[src/rtl/param_arbiter.sv]
// Response-channel arbiter: command bursts first, involuntary bursts round-robin, registered output mux.
// Optional statistics outputs are built when PARAM_ARB_STATS_EN is defined.
module param_arbiter #(
  parameter int N_UNITS       = 4,
  parameter int GRANT_TIMEOUT = 255,
  localparam int UB           = (N_UNITS > 2) ? $clog2(N_UNITS) : 1
) (
  input  logic                   clk,
  input  logic                   rst,
  input  logic                   cmd_active,
  input  logic [UB-1:0]          cmd_unit,
  input  logic [N_UNITS-1:0]     invol_req,
  output logic [N_UNITS-1:0]     invol_grant,
  input  logic [32*N_UNITS-1:0]  unit_data,
  input  logic [N_UNITS-1:0]     unit_write,
  input  logic                   out_full,
  output logic [31:0]            out_data,
  output logic                   out_write,
  output logic                   out_end,
  output logic                   timeout_err,
  output logic [1:0]             dbg_state
`ifdef PARAM_ARB_STATS_EN
  ,
  output logic [31:0]            stat_bursts,
  output logic [15:0]            stat_timeouts
`endif
);

  // Burst handshake: a source holds write high with one word per cycle; the first cycle
  // with write low carries the response code and becomes a single out_end cycle downstream.
  typedef enum logic [1:0] {S_IDLE, S_CMD, S_GRANT, S_BURST} state_t;

  localparam logic [UB:0]          N_EXT  = N_UNITS[UB:0];
  localparam logic [8:0]           TO_LIM = 9'(GRANT_TIMEOUT);
  localparam bit                   TO_EN  = (GRANT_TIMEOUT != 0);
  localparam logic [N_UNITS-1:0]   ONE    = 1;

  state_t        state;
  logic [UB-1:0] owner;
  logic [UB-1:0] rr_ptr;
  logic [UB-1:0] pick;
  logic          pick_found;
  logic          seen;
  logic [7:0]    wait_cnt;
  logic          src_write;
  logic [31:0]   src_data;
  logic [UB:0]   cmd_ext;
  logic          cmd_ok;
  logic          timeout_hit;

  assign cmd_ext     = {1'b0, cmd_unit};
  assign cmd_ok      = (cmd_ext < N_EXT);
  assign timeout_hit = TO_EN && (({1'b0, wait_cnt} + 9'd1) == TO_LIM);
  assign dbg_state   = state;

  always_comb begin
    src_write = 1'b0;
    src_data  = '0;
    for (int i = 0; i < N_UNITS; i++) begin
      if (owner == UB'(i)) begin
        src_write = unit_write[i];
        src_data  = unit_data[32*i +: 32];
      end
    end
  end

  // Search starts just after the last granted unit so every requester is reached in turn.
  always_comb begin
    pick_found = 1'b0;
    pick       = '0;
    for (int k = 1; k <= N_UNITS; k++) begin
      if (!pick_found && invol_req[(int'(rr_ptr) + k) % N_UNITS]) begin
        pick_found = 1'b1;
        pick       = UB'((int'(rr_ptr) + k) % N_UNITS);
      end
    end
  end

  always_ff @(posedge clk or posedge rst) begin
    if (rst) begin
      state       <= S_IDLE;
      owner       <= '0;
      rr_ptr      <= UB'(N_UNITS - 1);
      seen        <= 1'b0;
      wait_cnt    <= '0;
      invol_grant <= '0;
      out_data    <= '0;
      out_write   <= 1'b0;
      out_end     <= 1'b0;
      timeout_err <= 1'b0;
    end else begin
      out_data    <= '0;
      out_write   <= 1'b0;
      out_end     <= 1'b0;
      timeout_err <= 1'b0;
      case (state)
        S_IDLE: begin
          if (!out_full) begin
            if (cmd_active) begin
              if (cmd_ok) begin
                owner <= cmd_unit;
                seen  <= 1'b0;
                state <= S_CMD;
              end else begin
                timeout_err <= 1'b1;
              end
            end else if (pick_found) begin
              owner       <= pick;
              rr_ptr      <= pick;
              invol_grant <= ONE << pick;
              wait_cnt    <= '0;
              state       <= S_GRANT;
            end
          end
        end
        S_CMD: begin
          if (src_write) begin
            out_data  <= src_data;
            out_write <= 1'b1;
            seen      <= 1'b1;
          end else if (seen) begin
            out_data <= src_data;
            out_end  <= 1'b1;
            state    <= S_IDLE;
          end else if (!cmd_active) begin
            state <= S_IDLE;
          end
        end
        S_GRANT: begin
          if (src_write) begin
            out_data  <= src_data;
            out_write <= 1'b1;
            state     <= S_BURST;
          end else if (timeout_hit) begin
            invol_grant <= '0;
            timeout_err <= 1'b1;
            state       <= S_IDLE;
          end else if (wait_cnt != 8'hFF) begin
            wait_cnt <= wait_cnt + 8'd1;
          end
        end
        S_BURST: begin
          if (src_write) begin
            out_data  <= src_data;
            out_write <= 1'b1;
          end else begin
            out_data    <= src_data;
            out_end     <= 1'b1;
            invol_grant <= '0;
            state       <= S_IDLE;
          end
        end
        default: state <= S_IDLE;
      endcase
    end
  end

`ifdef PARAM_ARB_STATS_EN
  always_ff @(posedge clk or posedge rst) begin
    if (rst) begin
      stat_bursts   <= '0;
      stat_timeouts <= '0;
    end else begin
      if (out_end)
        stat_bursts <= stat_bursts + 32'd1;
      if (timeout_err && stat_timeouts != 16'hFFFF)
        stat_timeouts <= stat_timeouts + 16'd1;
    end
  end
`endif

endmodule

[config.mk]
export PLATFORM = sky130hd
export DESIGN_NAME = param_arbiter
export DESIGN_NICKNAME = d
export VERILOG_FILES = /design/src/rtl/param_arbiter.sv
export SDC_FILE = /design/constraint.sdc
export NUM_CORES = 1
export LEC_CHECK = 0
export CORE_ASPECT_RATIO = 1.5
export CORE_MARGIN = 5
export CORE_UTILIZATION = 30
export DETAILED_ROUTE_END_ITERATION = 6
export GPL_TIMING_DRIVEN = 1
export HOLD_SLACK_MARGIN = 0.06
export MAX_ROUTING_LAYER = met4
export PLACE_DENSITY = 0.67
export SLEW_MARGIN = 5
export SYNTH_ARGS = -nofsm -noshare
export SYNTH_HDL_FRONTEND = slang
export SYNTH_SLANG_ARGS = --single-unit
[constraint.sdc]
create_clock -name clk -period 2.2 [get_ports clk]
set_input_delay 0.44 -clock clk [delete_from_list [all_inputs] [get_ports clk]]
set_output_delay 0.44 -clock clk [all_outputs]
set_load 0.05 [all_outputs]
==> impl_results.md, run 1 <==
- Hold Violations, Final: 0
- Seq cells post-synth: 54
- Synth Flop Type: dfrtp_1
- RSZ-0062 raised after global routing: false
- Detailed Route Iter0 Violations: 207
- Power density cells: 1190 nW/um2
- Drt pass-1 iters: 4
- Clk sinks: 54
- Vias in the first global route: 3,095
- DRT Wirelength: 9890 um
- Initial antenna violation count: 0
- Worst Setup Path Type: in2reg
- CP cell instances: clkdlybuf4s50_1 -> mux4_2 -> a311o_4 -> buf_4 -> nor4_1 -> a21o_1
- Die area: 12,100 um2
- P&R area growth vs syn: 74.5%
- Seq/Total Area, Yosys: 45.1%
- Port bufs: 182
- Synth unique cells: 43
- Hold_sp: wait_cnt[7]$_DFFE_PP0P_
- Clock skew: 0.00427 ns
- Max Slew Vio Count: 0
- CP required: 2.43 ns
- Via-per-instance ratio: 4.97
- Status: finished clean
- Root buf cell: clkbuf_16
- Total power: 6.23 mW
- Crit-path slowest cell: mux4_2
- GRT Resource Usage Total: 17.2%
- Dpl hpwl: 8380 um
- Final Cycle Share: 92.5%
- Worst vdd ir: 500 uV
- CTS buffer count: 5
- Worst-Margin Slew: 0.691 ns
- Critical Path Max Stage Delay: 0.54 ns
- FMAX: 492 MHz
- Final Non-Filler Cells: 550
- Worst min-delay path class: reg2reg
- FF-to-FF Start: wait_cnt[0]$_DFFE_PP0P_
- Largest net degree at the start of global routing: 55
- First-pass GRT wire length: 15,700 um
- Die Width: 91.7 um
- CP max FO: 6
- Syn avg cell area: 12.6 um2
- Gate Count Post-Synth: 239
- Num ports: 183
- Syn. warnings: 0
- R2R depth: 6
- Ant. Diodes: 0
- Die Y: 132 um
- H-tree levels: 2
- CTS tree: yes
- Nets@finish: 578
- Share of cells above drive strength 1: 16.6%
- Post-layout minimum cycle time: 2.03 ns
- DRC: 0
- Leak pwr: 2.10 nW
- Placer's final routability congestion estimate: 0.806
- Reg clk slew, reported paths: 0.07 ns
- Post-CTS setup buffers: 0
- Max-cap violation count: 0
- Drt wl/cell: 18.0 um
- Mapped Area: 3000 um2
- Starting Density: 30.8%
- Worst Hold End: wait_cnt[7]$_DFFE_PP0P_
- Reg-to-reg critical path endpoint: wait_cnt[3]$_DFFE_PP0P_
- Startpoint Class: input pin
- Placement Rows: 44
- CORE AREA: 9740 um2
- Antenna Nets Post-Route: 0
- Minimum hold slack: 0.485 ns
- Final count of negative-setup-slack endpoints: 0
- Number of fill cells in the layout: 842
- CTS max path bufs: 2
- Remaining Overflow, GRT: 0
- Rel. slew slack: 53.3%
- Via Count: 2,733
- Hold depth: 1
- Final core area utilization: 53.7%
- Later-pin clock latency in the skew report: 0.29 ns
- Worst Setup End Kind: flop
- Post-synth EDFFs: 0
- Ys async rst share: 100%
- Placed Instances: 542
- Critical path arrival: 2.26 ns
- Syn nets: 383
- R2r setup slk: 0.29 ns
==> worst max-delay path by stage <==
stage / start / to / slack (ns) / depth (start not counted)
floorplan: dbg_state[0]$_DFFE_PP0P_ / invol_grant[0]$_DFFE_PP0P_ / 0.24 / 6
global placement: invol_req[1] / invol_grant[1]$_DFFE_PP0P_ / -0.11 / 5
detailed placement: invol_req[1] / invol_grant[0]$_DFFE_PP0P_ / -0.14 / 5
CTS: invol_req[1] / invol_grant[0]$_DFFE_PP0P_ / 0.15 / 5
global route: unit_write[0] / wait_cnt[3]$_DFFE_PP0P_ / 0.11 / 6
finish: unit_write[0] / wait_cnt[3]$_DFFE_PP0P_ / 0.17 / 6
==> registers in the layout, summed over array words and instances, names as in the netlist <==
name / flops
out_data: 32
out_end: 1
wait_cnt: 8
seen: 1
invol_grant: 4
out_write: 1
dbg_state: 2
owner: 2
rr_ptr: 2
timeout_err: 1
==> cells by family after synthesis <==
kind of cell / Yosys count / share of synthesized area [%]
AO/OA/AOI/OAI: 41 / 9.68
buffers and inverters: 21 / 3.21
XOR/XNOR: 2 / 0.584
multiplexers: 35 / 25.5
adder cells (fa/ha/maj): 2 / 0.834
flip-flops: 54 / 45.1
AND/OR/NAND/NOR: 84 / 15.1
==> cell type report <==
class	instances	area (um2)	share of cell area [%]
repair buffers	204	2010	38.3
multi-input cells	164	1560	29.8
flip-flops and latches	54	1360	25.9
well taps	115	144	2.75
clock buffers	7	143	2.72
inverters	5	18.8	0.359
clock inverters	1	8.76	0.167
==> cell usage in the layout (no fill, tap or decap), types with 6 or more instances in the layout <==
cell type and n:
buf_4 22, clkdlybuf4s50_1 180, dfrtp_1 51, mux4_2 33
nand2_1 16, nand3_1 7, nor2_1 8, nor2b_1 34
nor3_1 6, o21ai_0 11
==> timing repair <==
item	in CTS	in global routing
gates resized for setup	0	1
endpoints found under the setup margin	0	2
hold buffers	0	0
==> critical path: cells and delay by family <==
kind	cells	cell delay (ns)
buf+inv	2	0.59
mux	1	0.54
compound gates	2	0.50
simple gates	1	0.20
==> power by group <==
part           internal (mW)  leakage (nW)  total, mW  switching (mW)
Combinational           1.72          1.34       3.83            2.11
Sequential              1.38         0.693       1.60           0.215
Clock                  0.458        0.0745      0.806           0.348
Total                   3.56          2.10       6.23            2.67
==> through the flow <==
stage | setup WS, ns | TNS (ns) | cell area (um2)
finish | 0.166 | 0 | 5240
global route | 0.106 | 0 | 5240
CTS | 0.148 | 0 | 5230
detailed placement | -0.141 | -2.56 | 5080
global placement | -0.108 | -2.02 | 5080
floorplan | 0.239 | 0 | 3000
==> layer usage <==
layer  GRT usage (%)  vias to the layer above  share of wire, %
li1                -                     1289                 -
met1            18.1                     1312                35
met2            31.2                      124                56
met3            4.60                        8               7.7
met4            4.70                        0               1.3
met5               -                        -                 0
==> Yosys cell counts, types with 4 or more instances <==
cell type  instances  area, um2
o21ai_0           11       55.1
nor2_1             8       30.0
nand2_1           16       60.1
clkbuf_1          11       41.3
nand2b_1           4       25.0
a21oi_1            5       25.0
nor3_1             6       30.0
inv_1              5       18.8
nor2b_1           34        213
a21o_1             4       30.0
dfrtp_1           52       1300
mux4_2            33        743
nand3_1            7       35.0
(Power assumes the default switching activity.)
==> inputs of run 2 (changes only) <==
--- a/config.mk
+++ b/config.mk
@@ -12,7 +12,8 @@
 export GPL_TIMING_DRIVEN = 1
 export HOLD_SLACK_MARGIN = 0.06
 export MAX_ROUTING_LAYER = met4
-export PLACE_DENSITY = 0.67
+export PLACE_DENSITY = 0.77
+export SKIP_LAST_GASP = 1
 export SLEW_MARGIN = 5
 export SYNTH_ARGS = -nofsm -noshare
 export SYNTH_HDL_FRONTEND = slang
==> run 2 against run 1 <==
First-iteration DRC count is 8.7% lower. Sequential share of layout area shrank 0.38 points. Clock power increased by 24%. Non-clock buffer count increased by 2. Die area is the same. Flip-flop and latch count did not move. Power rose by 4.0%. Critical path depth decreased by 1.
==> impl_results.md, run 2 (synthesis results as in run 1) <==
- Antenna Nets Post-Route: 0
- Starting Density: 30.8%
- Final count of negative-setup-slack endpoints: 0
- Register share of total power: 24.9%
- Root buf cell: clkbuf_16
- GRT Resource Usage Total: 17.6%
- Hold Violations, Final: 0
- Largest Register: out_data
- Reg-to-reg critical path endpoint: wait_cnt[0]$_DFFE_PP0P_
- Remaining Overflow, GRT: 0
- Post-CTS setup buffers: 0
- Hold depth: 2
- Worst Setup Path Type: in2reg
- FF-to-FF Start: wait_cnt[0]$_DFFE_PP0P_
- Clock skew: 0.00511 ns
- Vias in the first global route: 3,179
- Hold_sp: rr_ptr[0]$_DFFE_PP1P_
- DRC: 0
- Ant. Diodes: 0
- CTS max path bufs: 2
- Largest net degree at the start of global routing: 55
- Die area: 12,100 um2
- CTS tree: yes
- Power density cells: 1220 nW/um2
- Worst Setup End Kind: flop
- Startpoint Class: input pin
- Drt wl/cell: 18.7 um
- Post_cts resized: 0
- Clk pwr share: 15.5%
- Sw Ratio: 41.3%
- Later-pin clock latency in the skew report: 0.29 ns
- Initial antenna violation count: 0
- R2R depth: 5
- Total power: 6.48 mW
- Top flop regs: out_data (32), wait_cnt (8), invol_grant (4)
- Critical path arrival: 2.29 ns
- CP required: 2.43 ns
- H-tree levels: 2
- Switching Power: 2.68 mW
- Rel. slew slack: 59.9%
- Final Cycle Share: 93.5%
- Worst-Margin Slew: 0.594 ns
- First-pass GRT wire length: 16,000 um
- Placement Rows: 44
- CP max FO: 4
- Drt pass-1 iters: 4
- RSZ-0062 raised after global routing: false
- Worst min-delay path class: reg2reg
- CORE AREA: 9740 um2
- Most common cell after layout, fill and taps aside: clkdlybuf4s50_1
- Pint: 3.80 mW
- Placer's final routability congestion estimate: 0.846
- CTS buffer count: 5
- Share of cells above drive strength 1: 16.9%
- Commonest non-fill, non-tap cells in the layout: clkdlybuf4s50_1, dfrtp_1, nor2b_1, mux4_2, buf_4
- Port bufs: 182
- FMAX: 486 MHz
- Die Width: 91.7 um
- Largest register FFs: 32
- P&R area growth vs syn: 77.1%
- Worst vdd ir: 548 uV
- R2r setup slk: 0.30 ns
- Clk sinks: 54
- Die Y: 132 um
- Post-layout minimum cycle time: 2.06 ns
- Num ports: 183
- Worst Hold End: rr_ptr[0]$_DFFE_PP1P_
- Nets@finish: 580
- Reg clk slew, reported paths: 0.07 ns
- Via Count: 2,883
- Minimum hold slack: 0.493 ns
- Dpl hpwl: 8760 um
- DRT Wirelength: 10,300 um
- Max Slew Vio Count: 0
- Detailed Route Iter0 Violations: 189
- Comb power frac: 59.7%
- Max-cap violation count: 0
- Hold Buf Count CTS: 0
- Status: finished clean
- Via-per-instance ratio: 5.22
- Leak pwr: 2.14 nW
[run 2: cell count changes in the layout (fill, tap and decap cells not counted)]
cell,delta
buf_12,+2
bufinv_16,+2
clkbuf_1,-1
clkbuf_8,-1
clkinv_4,+1
inv_6,-1
o31ai_1,+1
o31ai_2,-1
[run 2: per-stage QoR]
step / cell area, um2 / util, % / setup slack, ns / TNS (ns) / std cells
after floorplan: 3000 / - / 0.239 / 0 / 239
after CTS: 5310 / 54.5 / 0.139 / 0 / 552
after global placement: 5120 / 52.5 / -0.116 / -0.746 / 544
after detailed placement: 5120 / 52.5 / -0.158 / -1.23 / 544
final: 5310 / 54.5 / 0.143 / 0 / 552
after global routing: 5310 / 54.5 / 0.0357 / 0 / 552
[run 2: worst max-delay path by stage]
stage	from	to	slack, ns	depth (start not counted)
final	invol_req[1]	invol_grant[0]$_DFFE_PP0P_	0.14	5
after global routing	invol_req[1]	invol_grant[1]$_DFFE_PP0P_	0.04	5
after global placement	invol_req[1]	invol_grant[1]$_DFFE_PP0P_	-0.12	5
after floorplan	dbg_state[0]$_DFFE_PP0P_	invol_grant[0]$_DFFE_PP0P_	0.24	6
after CTS	invol_req[1]	invol_grant[0]$_DFFE_PP0P_	0.14	5
after detailed placement	invol_req[1]	invol_grant[0]$_DFFE_PP0P_	-0.16	5
[run 2: routing by layer]
layer	part of all wire, %	vias up	track usage (%)
met4	4.2	0	8.31
met3	8.9	26	4.89
li1	-	1294	-
met1	33	1398	17.1
met2	54	165	31.9
met5	0	-	-
[run 2: critical path, stage by stage]
cell and delay, ns:
clkdlybuf4s50_1 0.42, or4_1 0.58, and3_1 0.20, o31ai_1 0.43, a22o_1 0.23
[run 2: power by group through the flow]
stage               logic (mW)  clock network, mW  registers (mW)
global placement          3.88                  0            1.62
floorplan                 1.61                  0            2.50
CTS                       3.94               1.04            1.61
global route              4.14               1.07            1.66
detailed placement        3.93                  0            1.63
finish                    3.87               1.00            1.61
[run 2: area by class of cell]
class	count	area, um2
flip-flops and latches	54	1360
well taps	115	144
fillers	842	4430
inverters	5	18.8
clock buffers	5	125
repair buffers	206	2050
clock inverters	3	68.8
multi-input cells	164	1550
